File: src/rtl/control_pipe_if.sv
// rtl/control_pipe_if.sv - decode-side control inputs and pipelined control outputs of control_pipe
interface control_pipe_if #(
  parameter int REG_W = 5,
  parameter int CNT_W = 16
);
  // Decode stage
  logic             id_valid;
  logic             id_reg_dest;
  logic             id_branch;
  logic             id_mem_read;
  logic             id_mem_to_reg;
  logic             id_mem_write;
  logic             id_alu_src;
  logic             id_reg_write;
  logic [1:0]       id_alu_op;
  logic [REG_W-1:0] id_rs;
  logic [REG_W-1:0] id_rt;
  logic [REG_W-1:0] id_rd;
  logic             ex_zero;
  // Hazard / branch
  logic             stall;
  logic             flush;
  logic             branch_taken;
  // EX stage
  logic             ex_valid;
  logic             ex_alu_src;
  logic             ex_branch;
  logic             ex_mem_read;
  logic [1:0]       ex_alu_op;
  logic [REG_W-1:0] ex_rs;
  logic [REG_W-1:0] ex_rt;
  logic [REG_W-1:0] ex_dst;
  // MEM stage
  logic             mem_valid;
  logic             mem_read;
  logic             mem_write;
  logic             mem_reg_write;
  logic             mem_to_reg;
  logic [REG_W-1:0] mem_dst;
  // WB stage
  logic             wb_valid;
  logic             wb_reg_write;
  logic             wb_mem_to_reg;
  logic [REG_W-1:0] wb_dst;
  // Event counters
  logic [CNT_W-1:0] stall_cnt;
  logic [CNT_W-1:0] flush_cnt;

  // Decoder/datapath side
  modport master (
    output id_valid, id_reg_dest, id_branch, id_mem_read, id_mem_to_reg,
           id_mem_write, id_alu_src, id_reg_write, id_alu_op, id_rs, id_rt,
           id_rd, ex_zero,
    input  stall, flush, branch_taken,
           ex_valid, ex_alu_src, ex_branch, ex_mem_read, ex_alu_op, ex_rs,
           ex_rt, ex_dst,
           mem_valid, mem_read, mem_write, mem_reg_write, mem_to_reg, mem_dst,
           wb_valid, wb_reg_write, wb_mem_to_reg, wb_dst,
           stall_cnt, flush_cnt
  );

  // Pipeline control side
  modport slave (
    input  id_valid, id_reg_dest, id_branch, id_mem_read, id_mem_to_reg,
           id_mem_write, id_alu_src, id_reg_write, id_alu_op, id_rs, id_rt,
           id_rd, ex_zero,
    output stall, flush, branch_taken,
           ex_valid, ex_alu_src, ex_branch, ex_mem_read, ex_alu_op, ex_rs,
           ex_rt, ex_dst,
           mem_valid, mem_read, mem_write, mem_reg_write, mem_to_reg, mem_dst,
           wb_valid, wb_reg_write, wb_mem_to_reg, wb_dst,
           stall_cnt, flush_cnt
  );
endinterface

File: src/rtl/control_pipe.sv
// rtl/control_pipe.sv - ID/EX/MEM/WB control pipeline with load-use stall and beq flush
module control_pipe #(
  parameter int REG_W = 5,
  parameter int CNT_W = 16
) (
  input logic           clk,
  input logic           rst_n,
  control_pipe_if.slave bus
);

  // ID/EX
  logic             ex_valid_q,      ex_valid_d;
  logic             ex_alu_src_q,    ex_alu_src_d;
  logic             ex_branch_q,     ex_branch_d;
  logic             ex_mem_read_q,   ex_mem_read_d;
  logic             ex_mem_write_q,  ex_mem_write_d;
  logic             ex_reg_write_q,  ex_reg_write_d;
  logic             ex_mem_to_reg_q, ex_mem_to_reg_d;
  logic [1:0]       ex_alu_op_q,     ex_alu_op_d;
  logic [REG_W-1:0] ex_rs_q,         ex_rs_d;
  logic [REG_W-1:0] ex_rt_q,         ex_rt_d;
  logic [REG_W-1:0] ex_dst_q,        ex_dst_d;
  // EX/MEM
  logic             mem_valid_q;
  logic             mem_read_q;
  logic             mem_write_q;
  logic             mem_reg_write_q;
  logic             mem_to_reg_q;
  logic [REG_W-1:0] mem_dst_q;
  // MEM/WB
  logic             wb_valid_q;
  logic             wb_reg_write_q;
  logic             wb_mem_to_reg_q;
  logic [REG_W-1:0] wb_dst_q;
  // Counters
  logic [CNT_W-1:0] stall_cnt_q, stall_cnt_d;
  logic [CNT_W-1:0] flush_cnt_q, flush_cnt_d;

  logic             hazard;
  logic             branch_taken;
  logic             stall;
  logic             id_wr;
  logic [REG_W-1:0] id_dst;

  // Hazard detection, branch resolution and sanitised ID/EX next state
  always_comb begin
    hazard       = bus.id_valid & ex_valid_q & ex_mem_read_q & (ex_dst_q != '0) &
                   ((ex_dst_q == bus.id_rs) | (ex_dst_q == bus.id_rt));
    branch_taken = ex_valid_q & ex_branch_q & bus.ex_zero;
    stall        = hazard & ~branch_taken;

    // A known-0 qualifier selects the constant arm, so an undriven
    // id_reg_dest/id_mem_to_reg never leaks into the captured fields.
    id_wr  = bus.id_valid & bus.id_reg_write;
    id_dst = id_wr ? (bus.id_reg_dest ? bus.id_rd : bus.id_rt) : '0;

    ex_valid_d      = 1'b0;
    ex_alu_src_d    = 1'b0;
    ex_branch_d     = 1'b0;
    ex_mem_read_d   = 1'b0;
    ex_mem_write_d  = 1'b0;
    ex_reg_write_d  = 1'b0;
    ex_mem_to_reg_d = 1'b0;
    ex_alu_op_d     = '0;
    ex_rs_d         = '0;
    ex_rt_d         = '0;
    ex_dst_d        = '0;
    if (!stall && !branch_taken && bus.id_valid) begin
      ex_valid_d      = 1'b1;
      ex_alu_src_d    = bus.id_alu_src;
      ex_branch_d     = bus.id_branch;
      ex_mem_read_d   = bus.id_mem_read;
      ex_mem_write_d  = bus.id_mem_write;
      ex_reg_write_d  = id_wr & (id_dst != '0);
      ex_mem_to_reg_d = bus.id_mem_read ? bus.id_mem_to_reg : 1'b0;
      ex_alu_op_d     = bus.id_alu_op;
      ex_rs_d         = bus.id_rs;
      ex_rt_d         = bus.id_rt;
      ex_dst_d        = id_dst;
    end

    stall_cnt_d = stall_cnt_q;
    if (stall && (stall_cnt_q != '1)) stall_cnt_d = stall_cnt_q + 1'b1;
    flush_cnt_d = flush_cnt_q;
    if (branch_taken && (flush_cnt_q != '1)) flush_cnt_d = flush_cnt_q + 1'b1;
  end

  // Pipeline registers and counters; reset discards every in-flight entry
  always_ff @(posedge clk or negedge rst_n) begin
    if (!rst_n) begin
      ex_valid_q      <= 1'b0;
      ex_alu_src_q    <= 1'b0;
      ex_branch_q     <= 1'b0;
      ex_mem_read_q   <= 1'b0;
      ex_mem_write_q  <= 1'b0;
      ex_reg_write_q  <= 1'b0;
      ex_mem_to_reg_q <= 1'b0;
      ex_alu_op_q     <= '0;
      ex_rs_q         <= '0;
      ex_rt_q         <= '0;
      ex_dst_q        <= '0;
      mem_valid_q     <= 1'b0;
      mem_read_q      <= 1'b0;
      mem_write_q     <= 1'b0;
      mem_reg_write_q <= 1'b0;
      mem_to_reg_q    <= 1'b0;
      mem_dst_q       <= '0;
      wb_valid_q      <= 1'b0;
      wb_reg_write_q  <= 1'b0;
      wb_mem_to_reg_q <= 1'b0;
      wb_dst_q        <= '0;
      stall_cnt_q     <= '0;
      flush_cnt_q     <= '0;
    end else begin
      ex_valid_q      <= ex_valid_d;
      ex_alu_src_q    <= ex_alu_src_d;
      ex_branch_q     <= ex_branch_d;
      ex_mem_read_q   <= ex_mem_read_d;
      ex_mem_write_q  <= ex_mem_write_d;
      ex_reg_write_q  <= ex_reg_write_d;
      ex_mem_to_reg_q <= ex_mem_to_reg_d;
      ex_alu_op_q     <= ex_alu_op_d;
      ex_rs_q         <= ex_rs_d;
      ex_rt_q         <= ex_rt_d;
      ex_dst_q        <= ex_dst_d;
      // EX/MEM and MEM/WB never stall; the branch moves on as a non-writer
      mem_valid_q     <= ex_valid_q;
      mem_read_q      <= ex_mem_read_q;
      mem_write_q     <= ex_mem_write_q;
      mem_reg_write_q <= ex_reg_write_q;
      mem_to_reg_q    <= ex_mem_to_reg_q;
      mem_dst_q       <= ex_dst_q;
      wb_valid_q      <= mem_valid_q;
      wb_reg_write_q  <= mem_reg_write_q;
      wb_mem_to_reg_q <= mem_to_reg_q;
      wb_dst_q        <= mem_dst_q;
      stall_cnt_q     <= stall_cnt_d;
      flush_cnt_q     <= flush_cnt_d;
    end
  end

  assign bus.stall         = stall;
  assign bus.flush         = branch_taken;
  assign bus.branch_taken  = branch_taken;
  assign bus.ex_valid      = ex_valid_q;
  assign bus.ex_alu_src    = ex_alu_src_q;
  assign bus.ex_branch     = ex_branch_q;
  assign bus.ex_mem_read   = ex_mem_read_q;
  assign bus.ex_alu_op     = ex_alu_op_q;
  assign bus.ex_rs         = ex_rs_q;
  assign bus.ex_rt         = ex_rt_q;
  assign bus.ex_dst        = ex_dst_q;
  assign bus.mem_valid     = mem_valid_q;
  assign bus.mem_read      = mem_read_q;
  assign bus.mem_write     = mem_write_q;
  assign bus.mem_reg_write = mem_reg_write_q;
  assign bus.mem_to_reg    = mem_to_reg_q;
  assign bus.mem_dst       = mem_dst_q;
  assign bus.wb_valid      = wb_valid_q;
  assign bus.wb_reg_write  = wb_reg_write_q;
  assign bus.wb_mem_to_reg = wb_mem_to_reg_q;
  assign bus.wb_dst        = wb_dst_q;
  assign bus.stall_cnt     = stall_cnt_q;
  assign bus.flush_cnt     = flush_cnt_q;

endmodule
File: src/flat_wrapper.sv
// flat-port wrapper written by rule: the top's interface ports become plain ports
module control_pipe_flat 
#(
  parameter int REG_W = 5,
  parameter int CNT_W = 16
)
  (clk, rst_n, bus_id_valid, bus_id_reg_dest, bus_id_branch, bus_id_mem_read, bus_id_mem_to_reg, bus_id_mem_write, bus_id_alu_src, bus_id_reg_write, bus_id_alu_op, bus_id_rs, bus_id_rt, bus_id_rd, bus_ex_zero, bus_stall, bus_flush, bus_branch_taken, bus_ex_valid, bus_ex_alu_src, bus_ex_branch, bus_ex_mem_read, bus_ex_alu_op, bus_ex_rs, bus_ex_rt, bus_ex_dst, bus_mem_valid, bus_mem_read, bus_mem_write, bus_mem_reg_write, bus_mem_to_reg, bus_mem_dst, bus_wb_valid, bus_wb_reg_write, bus_wb_mem_to_reg, bus_wb_dst, bus_stall_cnt, bus_flush_cnt);
  control_pipe_if #(.REG_W(REG_W), .CNT_W(CNT_W)) bus_i ();
  input logic clk;
  input logic rst_n;
  input wire logic [$bits(bus_i.id_valid)-1:0] bus_id_valid;
  input wire logic [$bits(bus_i.id_reg_dest)-1:0] bus_id_reg_dest;
  input wire logic [$bits(bus_i.id_branch)-1:0] bus_id_branch;
  input wire logic [$bits(bus_i.id_mem_read)-1:0] bus_id_mem_read;
  input wire logic [$bits(bus_i.id_mem_to_reg)-1:0] bus_id_mem_to_reg;
  input wire logic [$bits(bus_i.id_mem_write)-1:0] bus_id_mem_write;
  input wire logic [$bits(bus_i.id_alu_src)-1:0] bus_id_alu_src;
  input wire logic [$bits(bus_i.id_reg_write)-1:0] bus_id_reg_write;
  input wire logic [$bits(bus_i.id_alu_op)-1:0] bus_id_alu_op;
  input wire logic [$bits(bus_i.id_rs)-1:0] bus_id_rs;
  input wire logic [$bits(bus_i.id_rt)-1:0] bus_id_rt;
  input wire logic [$bits(bus_i.id_rd)-1:0] bus_id_rd;
  input wire logic [$bits(bus_i.ex_zero)-1:0] bus_ex_zero;
  output wire logic [$bits(bus_i.stall)-1:0] bus_stall;
  output wire logic [$bits(bus_i.flush)-1:0] bus_flush;
  output wire logic [$bits(bus_i.branch_taken)-1:0] bus_branch_taken;
  output wire logic [$bits(bus_i.ex_valid)-1:0] bus_ex_valid;
  output wire logic [$bits(bus_i.ex_alu_src)-1:0] bus_ex_alu_src;
  output wire logic [$bits(bus_i.ex_branch)-1:0] bus_ex_branch;
  output wire logic [$bits(bus_i.ex_mem_read)-1:0] bus_ex_mem_read;
  output wire logic [$bits(bus_i.ex_alu_op)-1:0] bus_ex_alu_op;
  output wire logic [$bits(bus_i.ex_rs)-1:0] bus_ex_rs;
  output wire logic [$bits(bus_i.ex_rt)-1:0] bus_ex_rt;
  output wire logic [$bits(bus_i.ex_dst)-1:0] bus_ex_dst;
  output wire logic [$bits(bus_i.mem_valid)-1:0] bus_mem_valid;
  output wire logic [$bits(bus_i.mem_read)-1:0] bus_mem_read;
  output wire logic [$bits(bus_i.mem_write)-1:0] bus_mem_write;
  output wire logic [$bits(bus_i.mem_reg_write)-1:0] bus_mem_reg_write;
  output wire logic [$bits(bus_i.mem_to_reg)-1:0] bus_mem_to_reg;
  output wire logic [$bits(bus_i.mem_dst)-1:0] bus_mem_dst;
  output wire logic [$bits(bus_i.wb_valid)-1:0] bus_wb_valid;
  output wire logic [$bits(bus_i.wb_reg_write)-1:0] bus_wb_reg_write;
  output wire logic [$bits(bus_i.wb_mem_to_reg)-1:0] bus_wb_mem_to_reg;
  output wire logic [$bits(bus_i.wb_dst)-1:0] bus_wb_dst;
  output wire logic [$bits(bus_i.stall_cnt)-1:0] bus_stall_cnt;
  output wire logic [$bits(bus_i.flush_cnt)-1:0] bus_flush_cnt;
  assign bus_i.id_valid = bus_id_valid;
  assign bus_i.id_reg_dest = bus_id_reg_dest;
  assign bus_i.id_branch = bus_id_branch;
  assign bus_i.id_mem_read = bus_id_mem_read;
  assign bus_i.id_mem_to_reg = bus_id_mem_to_reg;
  assign bus_i.id_mem_write = bus_id_mem_write;
  assign bus_i.id_alu_src = bus_id_alu_src;
  assign bus_i.id_reg_write = bus_id_reg_write;
  assign bus_i.id_alu_op = bus_id_alu_op;
  assign bus_i.id_rs = bus_id_rs;
  assign bus_i.id_rt = bus_id_rt;
  assign bus_i.id_rd = bus_id_rd;
  assign bus_i.ex_zero = bus_ex_zero;
  assign bus_stall = bus_i.stall;
  assign bus_flush = bus_i.flush;
  assign bus_branch_taken = bus_i.branch_taken;
  assign bus_ex_valid = bus_i.ex_valid;
  assign bus_ex_alu_src = bus_i.ex_alu_src;
  assign bus_ex_branch = bus_i.ex_branch;
  assign bus_ex_mem_read = bus_i.ex_mem_read;
  assign bus_ex_alu_op = bus_i.ex_alu_op;
  assign bus_ex_rs = bus_i.ex_rs;
  assign bus_ex_rt = bus_i.ex_rt;
  assign bus_ex_dst = bus_i.ex_dst;
  assign bus_mem_valid = bus_i.mem_valid;
  assign bus_mem_read = bus_i.mem_read;
  assign bus_mem_write = bus_i.mem_write;
  assign bus_mem_reg_write = bus_i.mem_reg_write;
  assign bus_mem_to_reg = bus_i.mem_to_reg;
  assign bus_mem_dst = bus_i.mem_dst;
  assign bus_wb_valid = bus_i.wb_valid;
  assign bus_wb_reg_write = bus_i.wb_reg_write;
  assign bus_wb_mem_to_reg = bus_i.wb_mem_to_reg;
  assign bus_wb_dst = bus_i.wb_dst;
  assign bus_stall_cnt = bus_i.stall_cnt;
  assign bus_flush_cnt = bus_i.flush_cnt;
  control_pipe #(.REG_W(REG_W), .CNT_W(CNT_W)) u_core (.clk(clk), .rst_n(rst_n), .bus(bus_i));
endmodule
File: config.mk
export PLATFORM = sky130hd
export DESIGN_NAME = control_pipe_flat
export DESIGN_NICKNAME = d
export VERILOG_FILES = /design/src/rtl/control_pipe_if.sv /design/src/rtl/control_pipe.sv /design/src/flat_wrapper.sv
export SDC_FILE = /design/constraint.sdc
export NUM_CORES = 1
export LEC_CHECK = 0
export CORE_MARGIN = 5
export CORE_UTILIZATION = 46
export DETAILED_ROUTE_END_ITERATION = 10
export PLACE_DENSITY = 0.81
export RECOVER_POWER = 25
export SLEW_MARGIN = 20
export SYNTH_ARGS = -nofsm -noshare
export SYNTH_HDL_FRONTEND = slang
export SYNTH_SLANG_ARGS = --single-unit
export TNS_END_PERCENT = 100
File: constraint.sdc
create_clock -name clk -period 2.45 [get_ports clk]
set_clock_uncertainty 0.2 [all_clocks]
set_input_delay 0.49 -clock clk [delete_from_list [all_inputs] [get_ports clk]]
set_output_delay 0.49 -clock clk [all_outputs]
set_load 0.02 [all_outputs]
==> results.sh <==
export IMPL_status="completed"
export IMPL_stdcell_count=468
export IMPL_detail_route_antenna_nets=0
export IMPL_io_buffers=101
export IMPL_initial_core_util_pct=46.4
export IMPL_routed_via_count=2384
export IMPL_core_area_um2=6680
export IMPL_fin_util_pct=69.7
export IMPL_root_buffer="clkbuf_8"
export IMPL_synth_common_cells="dfrtp_1, xnor2_1, nand3_1"
export IMPL_drc=0
export IMPL_ys_warn_count=0
export IMPL_ys_seq_area_share_pct=59.7
export IMPL_finalHoldViolCount=0
export IMPL_syn_cell_area_um2=3100
export IMPL_p_sw_w=0.000717
export IMPL_worstSetupStartpoint="u_core.bus.ex_dst[3]$_DFF_PN0_"
export IMPL_crit_type="reg -> out"
export IMPL_place_inst=450
export IMPL_vdd_drop_max_uv=501
export IMPL_arrival_ns=1.72
export IMPL_synth_enable_flop_cells=0
export IMPL_r2r_slack_ns=0.23
export IMPL_clkPwrFrac_pct=35.6
export IMPL_intPower_w=0.00208
export IMPL_r2r_start="u_core.bus.ex_dst[3]$_DFF_PN0_"
export IMPL_power_density_nw_per_um2=601
export IMPL_drt_iter0_drc=78
export IMPL_worst_pin_slew_ns=0.456
export IMPL_fin_crit_ns=2.41
export IMPL_cts_buffers=9
export IMPL_cts_tree="done"
export IMPL_rows=30
export IMPL_dpl_instance_area_um2=4360
export IMPL_gp_congestion=0.834
export IMPL_clock_sinks=74
export IMPL_required_ns=1.76
export IMPL_drt_pass1_iter_count=4
export IMPL_nNetsFinal=415
export IMPL_hold_ws_ns=0.151
export IMPL_synth_nets=280
export IMPL_wire_per_inst_um=15.5
export IMPL_die_width_um=92.1
export IMPL_vias_per_cell=5.09
export IMPL_hold_depth=0
export IMPL_synth_top_area_share_pct=59.7
export IMPL_critPathMaxFanout=4
export IMPL_grt_usage_pct=18.4
export IMPL_setup_tns_ns=0
export IMPL_async_flop_share_pct=100
export IMPL_fin_crit_sh_pct=98.2
export IMPL_drive_gt1_share_pct=19.1
export IMPL_rsz0062_at_grt="true"
export IMPL_synthDistinctLibCells=39
export IMPL_die_area_um2=8480
export IMPL_synth_most_common_cell="dfrtp_1"
export IMPL_setup_viol=0
export IMPL_clk_pin_slew_ns=0.07
export IMPL_ys_seq_elements=74
export IMPL_antenna_cells=0
export IMPL_switching_share_pct=25.6
export IMPL_seqPwrFrac_pct=48.2
export IMPL_reg2reg_to="u_core.bus.stall_cnt[1]$_DFFE_PN0P_"
export IMPL_yosys_area_top_type="dfrtp_1"
export IMPL_ys_flop_type="dfrtp_1"
export IMPL_fillers=511
export IMPL_wl_um=7270
export IMPL_insertion_delay_ns=0.34
export IMPL_p_leak_nw=2.16
export IMPL_hold_start="u_core.ex_mem_write_q$_DFF_PN0_"
export IMPL_slew_violations=0
export IMPL_netlist_top_cells_area="dfrtp_1, xnor2_1, xor2_1"
export IMPL_endpoint_kind="output port"
export IMPL_final_cell_area_um2=4660
export IMPL_fmax_mhz=416
export IMPL_clk_path_buf_depth=2
export IMPL_ios=102
export IMPL_avgSynthCellArea_um2=12.4
export IMPL_place_hpwl_um=5390
export IMPL_cap_violations=0
export IMPL_start_kind="flop"
export IMPL_grt_max_degree=43
export IMPL_area_delta_synth_final_pct=50.3
export IMPL_grt_pass1_vias=2493
export IMPL_hold_path_class="reg -> reg"
export IMPL_pwr_share_comb_pct=16.2
export IMPL_grt_pass1_wl_um=12200
export IMPL_ff2ff_path_depth=6
export IMPL_antenna_found_initial=0
export IMPL_slew_headroom_pct=69.6
export IMPL_hold_path_end="u_core.bus.mem_write$_DFF_PN0_"
export IMPL_synth_cells=250
export IMPL_die_h_um=92.1
export IMPL_overflow=0
export IMPL_htree_levels=3
[cell families (layout without fill, tap and decap cells)]
kind of cell / after synthesis / after routing / synth area share, %
xor gates and xnor gates: 39 / 39 / 11.0
buffers and inverters: 10 / 148 / 1.86
adders and majority gates: 2 / 2 / 0.807
AOI/OAI and AO/OA: 14 / 14 / 4.76
and+or+nand+nor: 103 / 103 / 19.0
DFF: 74 / 74 / 59.7
muxes: 8 / 8 / 2.83
[worst max-delay path, cell delays in order, from the launching register on]
cell and delay, ns:
dfrtp_2 0.45, or4_4 0.54, o21ai_4 0.17, nor3_2 0.06, buf_4 0.16
[power groups by stage]
| stage | clock network [W] | registers [W] | logic, W |
|---|---|---|---|
| floorplan | 0 | 0.00145 | 0.000110 |
| global placement | 0 | 0.00137 | 0.000442 |
| detailed placement | 0 | 0.00137 | 0.000449 |
| CTS | 0.00102 | 0.00135 | 0.000454 |
| global route | 0.00107 | 0.00136 | 0.000486 |
| finish | 0.000996 | 0.00135 | 0.000454 |
[cell type report]
class	instances	area [µm²]	area share [%]
flip-flops and latches	74	1860	39.8
repair buffers	129	1240	26.7
multi-input cells	166	1230	26.5
clock buffers	9	124	2.66
well taps	80	100	2.15
clock inverters	5	81.3	1.75
inverters	5	18.8	0.403
[routing by layer]
metal | up-vias | GRT usage, % | part of all wire (%)
met5 | - | 0 | 0
met4 | 0 | 6.31 | 1.3
met3 | 8 | 5.41 | 6.3
met2 | 66 | 30.0 | 49
met1 | 1183 | 23.3 | 43
li1 | 1127 | - | -
[timing repair]
action	4_1_cts	5_1_grt
gates resized for setup	9	15
endpoints found under the hold margin	32	0
hold buffers	1	0
pin swaps	0	6
setup endpoints to repair	3	1
setup buffers	0	3
[worst max path at each step]
stage,cells past startpoint,to
global route,5,bus_stall
floorplan,4,bus_stall
finish,4,bus_stall
global placement,6,bus_stall
detailed placement,6,bus_stall
CTS,6,bus_stall
[stage by stage]
stage,total power [W],worst slack [ns]
after floorplan,0.00156,0.210
after global placement,0.00181,-0.473
after detailed placement,0.00182,-0.521
after global routing,0.00292,-0.0373
final,0.00280,0.0447
after CTS,0.00283,-0.0293
[cells in the final DEF, fill, tap and decap left out, drive strengths merged, types with 3 or more instances in the layout]
master and n:
nand3 22, nor2 12, dfrtp 74, mux2 6
nor3b 3, and4 6, xor2 13, buf 29
clkbuf 9, clkdlybuf4s50 91, nand2 14, nand4 6
dlymetal6s2s 6, inv 5, and3 8, nor3 6
xnor2 26, and2 21
Power figures use the tool's default switching activity.
